`src/rtl/neuron_seq.sv`:
```
// Time-multiplexed binary-weight neuron: accumulates LANES signed pixel terms per
// cycle, then presents a saturated (optionally ReLU'd) result over valid/ready.
module neuron_seq #(
  parameter int unsigned SIZE_WORD    = 8,
  parameter int unsigned NUMBER_IMAGE = 121,
  parameter int unsigned LANES        = 11,
  parameter int unsigned OUT_W        = 2*SIZE_WORD
) (
  input  logic                              clk,
  input  logic                              rst,
  input  logic                              start,
  input  logic [SIZE_WORD*NUMBER_IMAGE-1:0] image,
  input  logic [NUMBER_IMAGE-1:0]           weight,
  input  logic                              relu_en,
  output logic                              busy,
  output logic                              out_valid,
  input  logic                              out_ready,
  output logic [OUT_W-1:0]                  out,
  output logic                              sat
);

  localparam int unsigned N     = NUMBER_IMAGE;
  localparam int unsigned SW    = SIZE_WORD;
  localparam int unsigned C     = (N + LANES - 1) / LANES;
  localparam int unsigned CNT_W = (C > 1) ? $clog2(C) : 1;
  localparam int unsigned NCH   = 1 << CNT_W;
  localparam int unsigned ACC_W = SW + $clog2(N) + 1;
  localparam int unsigned EXT_W = ((ACC_W > OUT_W) ? ACC_W : OUT_W) + 1;

  localparam logic [CNT_W-1:0]        LAST    = CNT_W'(C - 1);
  localparam logic signed [EXT_W-1:0] MAX_EXT = {{(EXT_W-OUT_W+1){1'b0}}, {(OUT_W-1){1'b1}}};
  localparam logic signed [EXT_W-1:0] MIN_EXT = {{(EXT_W-OUT_W+1){1'b1}}, {(OUT_W-1){1'b0}}};

  typedef enum logic [1:0] {
    S_IDLE,
    S_ACCUM,
    S_DONE
  } state_t;

  state_t                    r_state;
  state_t                    w_state_nxt;
  logic                      w_accept;
  logic                      w_last;
  logic                      w_hs;

  logic [SW*N-1:0]           r_image;
  logic [N-1:0]              r_weight;
  logic                      r_relu;
  logic signed [ACC_W-1:0]   r_acc;
  logic [CNT_W-1:0]          r_cnt;
  logic                      r_busy;
  logic                      r_out_valid;
  logic [OUT_W-1:0]          r_out;
  logic                      r_sat;

  logic [SW-1:0]             w_cpix [NCH][LANES];
  logic                      w_cpos [NCH][LANES];
  logic signed [ACC_W-1:0]   w_chunk;
  logic signed [ACC_W-1:0]   w_final;
  logic signed [EXT_W-1:0]   w_final_ext;
  logic [OUT_W-1:0]          w_sat_val;
  logic [OUT_W-1:0]          w_out_c;
  logic                      w_sat_c;

  assign busy      = r_busy;
  assign out_valid = r_out_valid;
  assign out       = r_out;
  assign sat       = r_sat;

  // Regroup latched pixels into chunks; lanes past N are zero so they add nothing.
  for (genvar k = 0; k < NCH; k++) begin : g_chunk
    for (genvar l = 0; l < LANES; l++) begin : g_lane
      localparam int IDX = k*LANES + l;
      if (IDX < N) begin : g_real
        assign w_cpix[k][l] = r_image[SW*IDX +: SW];
        assign w_cpos[k][l] = r_weight[N-1-IDX];
      end else begin : g_pad
        assign w_cpix[k][l] = '0;
        assign w_cpos[k][l] = 1'b0;
      end
    end
  end

  always_comb begin
    w_chunk = '0;
    for (int l = 0; l < int'(LANES); l++) begin
      if (w_cpos[r_cnt][l]) w_chunk = w_chunk + ACC_W'(w_cpix[r_cnt][l]);
      else                  w_chunk = w_chunk - ACC_W'(w_cpix[r_cnt][l]);
    end
  end

  assign w_final     = r_acc + w_chunk;
  assign w_final_ext = EXT_W'(w_final);

  // Clamp to OUT_W, then ReLU; sat reports the clamp only.
  always_comb begin
    w_sat_c   = 1'b0;
    w_sat_val = w_final_ext[OUT_W-1:0];
    if (w_final_ext > MAX_EXT) begin
      w_sat_val = MAX_EXT[OUT_W-1:0];
      w_sat_c   = 1'b1;
    end else if (w_final_ext < MIN_EXT) begin
      w_sat_val = MIN_EXT[OUT_W-1:0];
      w_sat_c   = 1'b1;
    end
    w_out_c = (r_relu && w_sat_val[OUT_W-1]) ? '0 : w_sat_val;
  end

  always_ff @(posedge clk) begin
    if (rst) r_state <= S_IDLE;
    else     r_state <= w_state_nxt;
  end

  always_comb begin
    w_state_nxt = r_state;
    w_accept    = 1'b0;
    w_last      = 1'b0;
    w_hs        = 1'b0;
    case (r_state)
      S_IDLE: begin
        if (start) begin
          w_state_nxt = S_ACCUM;
          w_accept    = 1'b1;
        end
      end
      S_ACCUM: begin
        if (r_cnt == LAST) begin
          w_state_nxt = S_DONE;
          w_last      = 1'b1;
        end
      end
      S_DONE: begin
        if (r_out_valid && out_ready) begin
          w_state_nxt = S_IDLE;
          w_hs        = 1'b1;
        end
      end
      default: w_state_nxt = S_IDLE;
    endcase
  end

  // Operand snapshot; contents are don't-care until the first accept.
  always_ff @(posedge clk) begin
    if (w_accept) begin
      r_image  <= image;
      r_weight <= weight;
      r_relu   <= relu_en;
    end
  end

  always_ff @(posedge clk) begin
    if (rst) begin
      r_acc       <= '0;
      r_cnt       <= '0;
      r_busy      <= 1'b0;
      r_out_valid <= 1'b0;
      r_out       <= '0;
      r_sat       <= 1'b0;
    end else begin
      r_busy <= (w_state_nxt != S_IDLE);
      if (w_accept) begin
        r_acc <= '0;
        r_cnt <= '0;
      end else if (r_state == S_ACCUM) begin
        r_acc <= w_final;
        r_cnt <= r_cnt + CNT_W'(1);
        if (w_last) begin
          r_out       <= w_out_c;
          r_sat       <= w_sat_c;
          r_out_valid <= 1'b1;
        end
      end
      if (w_hs) r_out_valid <= 1'b0;
    end
  end

endmodule

```
`config.mk`:
```
export PLATFORM = sky130hd
export DESIGN_NAME = neuron_seq
export DESIGN_NICKNAME = d
export VERILOG_FILES = /design/src/rtl/neuron_seq.sv
export SDC_FILE = /design/constraint.sdc
export NUM_CORES = 1
export LEC_CHECK = 0
export BUFFER_PORTS_ARGS = -buffer_cell sky130_fd_sc_hd__buf_2
export CORE_AREA = 2 2 430 432
export DETAILED_ROUTE_END_ITERATION = 12
export DIE_AREA = 0 0 432 434
export GPL_TIMING_DRIVEN = 0
export MAX_ROUTING_LAYER = met4
export PLACE_DENSITY = 0.58
export SLEW_MARGIN = 20
export SYNTH_ARGS = -nofsm -noshare
export SYNTH_HDL_FRONTEND = slang
export SYNTH_SLANG_ARGS = --single-unit
export TNS_END_PERCENT = 10
```
`constraint.sdc`:
```
create_clock -name clk -period 191.8 [get_ports clk]
set_input_delay 9.59 -clock clk [delete_from_list [all_inputs] [get_ports clk]]
set_output_delay 9.59 -clock clk [all_outputs]
set_load 0.005 [all_outputs]
```
After elaboration in Yosys (flattened, before gate mapping) --
Cells that the tools add are included. Widths: inputs -> output; s select.
Word-level totals: bits in registers 1131, input bits 1094, output and inout bits 19, logic and storage cells 80
Cells by class: equality and inequality tests 3, $lt $le $gt $ge 3, bitwise logic cells 2, muxes and demuxes 32, add/sub/neg operators 23, reduce and logical (&&, ||, !) cells 7
Operator list (number):
- $bmux 88 s4 | 1
- $mux 16 | 14
- $mux 88 | 2
- $add 16x8->16 | 10
- $sub 16x8->16 | 10
- $bmux 11 s4 | 1
- $mux 11 | 2
- $add 16x16->16 | 1
- $gt 16x16->1 const B | 1
- $lt 16x16->1 const B | 1
- $sub 1x8->9 const A | 1
- $mux 1 | 8
- $mux 2 | 3
- $pmux 2 s3 | 1
- $ge 5x5->1 const B | 1
- $not 4->5 | 1
- $add 4x1->4 const B | 1
- $eq 4x4->1 const B | 1
- $reduce_or 2->1 | 2
- $reduce_and 3->1 | 1
- $eq 2x1->1 const B | 1
- $eq 2x2->1 const B | 1
- $logic_and 1x1->1 | 2
- $logic_not 2->1 | 1
- other kinds (2) | 2

Longest topological paths before layout --
Gate-level depths: netlist (run 1).
word-level depth 32, gate-level depth with buffers 70, mapped depth without buffers 62

Worst setup path before layout (run 1) --
Ideal clock, no wire load.
path kind input-to-reg, start input start, end register r_acc[7], arrival 93.856 ns, path slack 97.812 ns, stages on the path 4, library setup time 0.132 ns, path buffers 1, required time 191.668 ns, cells stage by stage nor3b_1 > or2_2 > clkbuf_1 > nor3_1
On the way: longest elaborated chain between the ends 3
RTL lines:
- start: declaration | line 11 | input logic start,
- $mux 1 | line 121 | if (start) begin
- $mux 1 | line 119 | case (r_state)
- $reduce_or 2->1 (no line)
- end signal: assignment | line 165 | r_acc <= w_final;
- end: declaration | line 49 | logic signed [ACC_W-1:0] r_acc;
No other way between the ends. A chain may end at the register's enable or synchronous reset.

Worst setup path in the final report (run 1) --
start register r_cnt[1], end register r_out[6], in the netlist out[6]
On the way: longest elaborated chain between the ends 32, elaborated cells on any way between the ends 50, classes of those cells add/sub: 22; order compare: 2; eq/ne: 1; mux: 22; bitwise: 1; reduce/logical: 2
RTL lines:
- start: declaration | line 50 | logic [CNT_W-1:0] r_cnt;
- start signal: assignment | line 166 | r_cnt <= r_cnt + CNT_W'(1);
- $not 4->5 (not written as such) | line 87, 88
- $bmux 88 s4 | line 87, 88
- $mux 88 (not written as such) (2 in series) | line 87, 88
- $sub 1x8->9 | line 88 | else w_chunk = w_chunk - ACC_W'(w_cpix[r_cnt][l]);
- $mux 16 | line 87 | if (w_cpos[r_cnt][l]) w_chunk = w_chunk + ACC_W'(w_cpix[r_cnt][l]);
- $sub 16x8->16 or $add 16x8->16 (tied branches) | line 88, 87
- $mux 16 | line 87
- $sub 16x8->16 or $add 16x8->16 (tied branches) | line 88, 87
- (+15 left out)
- $sub 16x8->16 or $add 16x8->16 (tied branches) | line 88, 87
- $mux 16 | line 87
- $add 16x16->16 | line 92 | assign w_final = r_acc + w_chunk;
- $lt 16x16->1 | line 102 | end else if (w_final_ext < MIN_EXT) begin
- $mux 16 | line 102
- $mux 16 | line 99 | if (w_final_ext > MAX_EXT) begin
- $logic_and 1x1->1 | line 106 | w_out_c = (r_relu && w_sat_val[OUT_W-1]) ? '0 : w_sat_val;
- $mux 16 | line 106
- end signal: assignment | line 168 | r_out <= w_out_c;
- end: declaration | line 53 | logic [OUT_W-1:0] r_out;
Several ways; a longest one is shown, not always the timed one. The select of a mux whose other input is x is not followed.

==> results of run 1 <==
-- final timing paths --
path | cells after the start | slack [ns] | endpoint | start
min | 2 | 0.46 | r_acc[3] | r_acc[3]
max reg2reg | 63 | 175.70 | out[6] | r_cnt[1]
max | 63 | 175.70 | out[6] | r_cnt[1]
min reg2reg | 2 | 0.46 | r_acc[3] | r_acc[3]
-- kinds of logic (layout without fill, tap and decap cells) --
logic type / after synthesis / after routing
xor+xnor: 207 / 207
buf+inv: 247 / 1717
other cells: 0 / 54
compound gates: 620 / 620
mux: 395 / 395
fa+ha+maj: 198 / 198
simple gates: 481 / 481
flops: 1131 / 1131
-- sequential cells by signal, summed over array words and instances, names as in the netlist --
signal / count
r_image: 968
r_weight: 121
busy: 1
out: 16
r_state: 2
out_valid: 1
r_relu: 1
r_cnt: 4
sat: 1
r_acc: 16
-- layout make-up --
type | instances | area [sq um] | share of cell area
Buffer | 132 | 636 | 0.00970
Clock buffer | 163 | 3420 | 0.0522
Tap cell | 2385 | 2980 | 0.0455
Multi-Input combinational cell | 1901 | 16800 | 0.257
Sequential cell | 1131 | 33600 | 0.512
Inverter | 115 | 432 | 0.00659
Antenna cell | 54 | 135 | 0.00206
Clock inverter | 65 | 758 | 0.0116
Timing Repair Buffer | 1242 | 6790 | 0.104
-- routing by layer --
layer | up-vias | global-route usage | share of wire | routed length [um]
li1 | 15600 | - | - | -
met1 | 16800 | 0.248 | 0.39 | 77100
met2 | 1246 | 0.370 | 0.52 | 104000
met3 | 272 | 0.0382 | 0.061 | 12100
met4 | 0 | 0.0645 | 0.028 | 5590
met5 | - | - | 0 | 0
-- cells in the mapped netlist, drive strengths merged (7+ instances only) --
cell type  count
mux2          20
a22oi         14
edfxtp      1090
o22ai         94
xnor2        135
a31oi         22
xor2          67
o21bai        53
and2           7
fa            11
mux4         194
ha           187
buf           56
or2            7
nand2         97
a21o          36
inv          115
nor3          32
nor2b         14
mux2i        181
dfxtp         41
clkbuf        76
a32o          13
o21a          13
nand2b        31
or3            7
nor2         253
o21ai         57
a21oi        273
nor4          12
a211oi         9
a21boi         7
-- layout by cell type, fill, tap and decap left out, types with 82 or more instances in the layout --
cell       netlist  final
xnor2_1        134    134
nand2_1         96     96
edfxtp_1      1090   1090
mux4_2         194    194
clkbuf_16        0    132
o22ai_1         92     82
mux2i_1        180    180
nor2_1         251    251
buf_4            2     95
clkbuf_1        76     90
a21oi_1        272    272
ha_1           187    187
buf_2           18   1141
inv_1          115    115
-- through the flow --
| stage | hold WS [ns] | instance area [sq um] |
|---|---|---|
| 2_1_floorplan | 0.441 | 51300 |
| 3_3_place_gp | 0.439 | 59900 |
| 3_5_place_dp | 0.450 | 61200 |
| 4_1_cts | 0.463 | 65400 |
| 5_1_grt | 0.480 | 65500 |
| 6_report | 0.461 | 65500 |
-- worst max-delay path, delay by kind of cell, from the launching register on --
family	cells	cell delay, ns
XOR/XNOR	11	2.07
adder cells (fa/ha/maj)	12	3.87
AND/OR/NAND/NOR	10	1.16
multiplexers	1	0.30
buffers and inverters	10	3.06
AO/OA/AOI/OAI	19	5.07
flip-flops	1	0.34
==> qor.txt, run 1 <==
F_max: 0.0621 GHz
Number of global-route vias before repair: 34700
WP data required: 192.43 ns
Post-synthesis share of cell area spent on xor and xnor gates: 0.0368
Dpl hpwl: 164000 um
Largest family of logic cells by synthesized area: multiplexers
Worst EP arrival: 16.73 ns
Slowest cell on crit path: o22ai_1
Post-Syn Area per Cell: 15.7 sq um
RSZ-0062 raised after global routing: no
Synth top area share: 0.638
Area Growth Syn to Fin: 27.7%
Period utilization: 0.0840
Hold_buf cts: 0
Total Nets Final: 5945
PostCTS Resize Cnt: 0
CP peak stage delay: 0.72 ns
Crit Path Category: flop to flop
Fin cells: 7188
Number of CTS-inserted buffers: 130
Chip width: 432 um
Status: complete, no violations
Area leader, netlist: edfxtp_1
GRT Util Overall: 0.212
Simple-gate share of the synthesized area: 0.0412
Final Setup Violations: 0
Bufs on Longest Clock Path: 3
Cell Rows: 157
Fillers: 17500
CTS tree: yes
Post-Syn Instances: 3279
Net Count, Synth: 4571
Die ar.: 187000 sq um
Core area: 182000 sq um
Initial Util: 0.281
Clock transition at path regs: 0.06 ns
Setup TNS: 0 ns
Drt wl/cell: 27.6 um
Mux contribution to synthesized area: 0.125
Hold Crit Class: flop to flop
Core Util, Final: 0.359
Placed Cells: 6906
Primary FF master, synth: edfxtp_1
Min Tclk post-route: 16.10 ns
Post-synth EDFFs: 1090
# clock sinks: 1131
Drt pass-1 iters: 5
DRC Markers: 0
Grt total ovfl: 0
Synth Area in Compound Gates: 0.0734
Post-DRT Antenna Nets: 0
Die Y: 434 um
Crit path capture type: flop
Post-Synth Adder-Cell Area: 0.0499
Post-Place Worst Slack: 175.52 ns
Vias: 34000
Clk_lat worst skew: 0.80 ns
Initial antenna violation count: 96
Boundary Pins: 1113
Fin worst setup slack: 175.70 ns
Top post-synthesis cells by area: edfxtp_1, mux4_2, ha_1
Actual slew at the worst max-slew pin: 1.17 ns
Post-CTS Setup Repair Bufs: 0
Largest net degree at the start of global routing: 17
Fin. Hold Viols: 0
Final WL: 198000 um
Proportion of layout cells with a drive suffix above 1: 0.362
CTS H-Tree Depth: 4
Placer Congestion: 0.878
Async SR Flop Fraction: 0
Initial DRC Count: 2818
Crit path max fanout: 10
Synth Register Bits: 1131
Clock skew: 0.0682 ns
Worst path most repeated cell: ha_1
Seq/Total Area, Yosys: 0.654
Setup crit start kind: flop
Fin. max-slew vios: 0
CTS root buffer: clkbuf_16
Max_cap viols: 0
Vias per cell: 4.73
First-pass GRT wire length: 264000 um
IO buf count: 1111
Slew HR: 0.218
Synth warn: 0
Synth Cell Area: 51300 sq um
Yosys cell types: 70
Power of run 1 is not shown: default switching activity piles up to over one toggle a cycle in this logic, so the estimate is an artifact.
==> run 2, diff against run 1 <==
--- a/config.mk
+++ b/config.mk
@@ -5,13 +5,14 @@
 export SDC_FILE = /design/constraint.sdc
 export NUM_CORES = 1
 export LEC_CHECK = 0
+export ABC_AREA = 1
 export BUFFER_PORTS_ARGS = -buffer_cell sky130_fd_sc_hd__buf_2
-export CORE_AREA = 2 2 430 432
+export CORE_AREA = 2 2 432 434
 export DETAILED_ROUTE_END_ITERATION = 12
-export DIE_AREA = 0 0 432 434
+export DIE_AREA = 0 0 434 436
 export GPL_TIMING_DRIVEN = 0
 export MAX_ROUTING_LAYER = met4
-export PLACE_DENSITY = 0.58
+export PLACE_DENSITY = 0.59
 export SLEW_MARGIN = 20
 export SYNTH_ARGS = -nofsm -noshare
 export SYNTH_HDL_FRONTEND = slang
==> constraint.sdc (replaced) <==
create_clock -name clk -period 14.2 [get_ports clk]
set_input_delay 0.71 -clock clk [delete_from_list [all_inputs] [get_ports clk]]
set_output_delay 0.71 -clock clk [all_outputs]
set_load 0.005 [all_outputs]
==> qor.txt, run 2 <==
Initial antenna violation count: 114 (was 96)
Seq/Total Area, Yosys: 0.647 (was 0.654)
Top post-synthesis cells by area: edfxtp_1, o21ai_0, nand2_1 (was edfxtp_1, mux4_2, ha_1)
Slew HR: 0.329 (was 0.218)
Fin. Hold Viols: 0 (unchanged)
F_max: 0.0749 GHz (was 0.0621 GHz)
Status: complete, no violations (unchanged)
Setup crit start kind: flop (unchanged)
CTS tree: yes (unchanged)
Number of CTS-inserted buffers: 131 (was 130)
Final Setup Violations: 0 (unchanged)
Min Tclk post-route: 13.34 ns (was 16.10 ns)
Busiest layer in global routing: met2 (unchanged)
CTS root buffer: clkbuf_16 (unchanged)
First-pass GRT wire length: 318000 um (was 264000 um)
Post-Syn Instances: 4516 (was 3279)
RR Endpoint: out[5] (was out[6])
Post-DRT Antenna Nets: 0 (unchanged)
# clock sinks: 1131 (unchanged)
Largest Register: r_image (unchanged)
Initial DRC Count: 4689 (was 2818)
Grt total ovfl: 0 (unchanged)
Setup TNS: 0 ns (unchanged)
Number of global-route vias before repair: 40900 (was 34700)
GRT met3 Usage: 0.0418 (was 0.0382)
Cell Rows: 158 (was 157)
Reg2reg start: r_cnt[2] (was r_cnt[1])
Hold slack: 0.0737 ns (was 0.461 ns)
CP peak stage delay: 0.43 ns (was 0.72 ns)
Boundary Pins: 1113 (unchanged)
Initial Util: 0.281 (about the same)
Final WL: 239000 um (was 198000 um)
Crit Path Category: flop to flop (unchanged)
Worst EP arrival: 14.00 ns (was 16.73 ns)
Clk_lat worst skew: 0.81 ns (was 0.80 ns)
Hold Path Origin: image[546] (was r_acc[3])
Hold depth: 1 (was 2)
Clock transition at path regs: 0.06 ns (about the same)
Post-synth EDFFs: 1090 (unchanged)
CTS H-Tree Depth: 4 (unchanged)
Worst reg2reg path depth: 73 (was 63)
Chip width: 434 um (was 432 um)
Largest net degree at the start of global routing: 38 (was 17)
Primary FF master, synth: edfxtp_1 (unchanged)
Most frequent cells in the layout: buf_2, edfxtp_1, nand2_1 (was buf_2, edfxtp_1, a21oi_1)
Register area: 33600 sq um (about the same)
DRC Markers: 0 (unchanged)
Drt wl/cell: 28.1 um (was 27.6 um)
Actual slew at the worst max-slew pin: 1.01 ns (was 1.17 ns)
Yosys cell types: 49 (was 70)
Crit path capture type: flop (unchanged)
Synth Cell Area: 51900 sq um (was 51300 sq um)
Most frequent cell after synthesis: edfxtp_1 (unchanged)
Synth top area share: 0.631 (was 0.638)
Hold EP: r_image[546] (was r_acc[3])
Die Y: 436 um (was 434 um)
Dpl hpwl: 188000 um (was 164000 um)
Placer Congestion: 0.946 (was 0.878)
Critical Path Source: r_cnt[2] (was r_cnt[1])
Drt pass-1 iters: 6 (was 5)
Net Count, Synth: 5808 (was 4571)
WP data required: 14.86 ns (was 192.43 ns)
Met1 Track Usage GR: 0.301 (was 0.248)
Bufs on Longest Clock Path: 3 (unchanged)
IO buf count: 1112 (was 1111)
Post-Place Worst Slack: -2.15 ns (was 175.52 ns)
Synth cell count leaders: edfxtp_1, nand2_1, o21ai_0 (was edfxtp_1, a21oi_1, nor2_1)
Clock skew: 0.0251 ns (was 0.0682 ns)
Fin worst setup slack: 0.857 ns (was 175.70 ns)
Met2 usage: 0.414 (was 0.370)
Worst path most repeated cell: inv_1 (was ha_1)
Max reg flops: 968 (unchanged)
Synth Register Bits: 1131 (unchanged)
Async SR Flop Fraction: 0 (unchanged)
Crit path max fanout: 10 (unchanged)
R2R Setup Slk: 0.86 ns (was 175.70 ns)
Hold Crit Class: primary input to flop (was flop to flop)
Vias: 42300 (was 34000)
Commonest non-fill, non-tap cell in the layout: buf_2 (unchanged)
Fin. max-slew vios: 0 (unchanged)
Period utilization: 0.940 (was 0.0840)
Area Growth Syn to Fin: 28.3% (was 27.7%)
Design Area, Final: 66600 sq um (was 65500 sq um)
Vias per cell: 4.98 (was 4.73)
GRT Util Overall: 0.251 (was 0.212)
Synth warn: 0 (unchanged)
Slowest cell on crit path: dfxtp_1 (was o22ai_1)
DP Area: 61400 sq um (was 61200 sq um)
Die ar.: 189000 sq um (was 187000 sq um)
Area leader, netlist: edfxtp_1 (unchanged)
Proportion of layout cells with a drive suffix above 1: 0.262 (was 0.362)
Core area: 185000 sq um (was 182000 sq um)
Post-Syn Area per Cell: 11.5 sq um (was 15.7 sq um)
Total Nets Final: 7110 (was 5945)
Fillers: 18400 (was 17500)
Top Registers: r_image x968, r_weight x121 (unchanged)
Max_cap viols: 0 (unchanged)
Area of the multi-input gates: 16500 sq um (was 16800 sq um)
==> run 2: cell type report <==
type,count,area share
flip-flops and latches,1131,0.504
clock buffers,164,0.0520
diodes,98,0.00368
well taps,2480,0.0466
clock inverters,67,0.00821
multi-input cells,2849,0.248
repair buffers,1183,0.0997
inverters,326,0.0187
plain buffers,196,0.0193
==> run 2: repair_timing <==
item                                   4_1_cts  5_1_grt
hold buffers                                11        0
gates resized for setup                    164      171
endpoints found under the hold margin       11        0
buffers inserted                             2       20
setup endpoints to repair                   21       17
pin swaps                                    2       17
==> run 2: metal layers <==
metal	wire (um)	share of wire	up-vias
li1	-	-	19000
met1	92400	0.39	20700
met2	118000	0.49	2169
met3	17000	0.071	461
met4	11800	0.049	0
met5	0	0	-
==> run 2: how the worst max path moves through the flow <==
stage                    to  slack (ns)  depth (start not counted)
6_report             out[5]        0.86                         73
3_3_place_gp   r_image[396]      -11.25                          3
2_1_floorplan    r_image[0]       -3.43                          2
5_1_grt              out[5]       -0.04                         79
3_5_place_dp         out[5]       -2.15                         74
4_1_cts              out[5]        0.02                         77
==> run 2: per-stage QoR <==
stage               cells   util
floorplan            4516      -
global placement     8108  0.328
detailed placement   8146  0.333
CTS                  8382  0.357
global route         8480  0.361
finish               8494  0.361
==> run 2: logic make-up (layout without fill, tap and decap cells) <==
| group | after synthesis | count (layout) | share of synthesized area |
|---|---|---|---|
| buffers and inverters | 536 | 1936 | 0.0406 |
| AO/OA/AOI/OAI | 1087 | 1087 | 0.124 |
| other | 0 | 98 | 0 |
| AND/OR/NAND/NOR | 1363 | 1363 | 0.105 |
| flip-flops | 1131 | 1131 | 0.647 |
| adder cells (fa/ha/maj) | 198 | 198 | 0.0493 |
| XOR/XNOR | 201 | 201 | 0.0339 |
==> run 2: critical path, delay by kind of cell (launching register included) <==
family,cells,cell delay (ns)
DFF,1,0.43
adders and majority gates,11,3.54
and+or+nand+nor,14,1.59
xor gates and xnor gates,12,2.22
AOI/OAI and AO/OA,15,2.37
buffers and inverters,21,3.01
Power of run 2 is left out for the same reason.
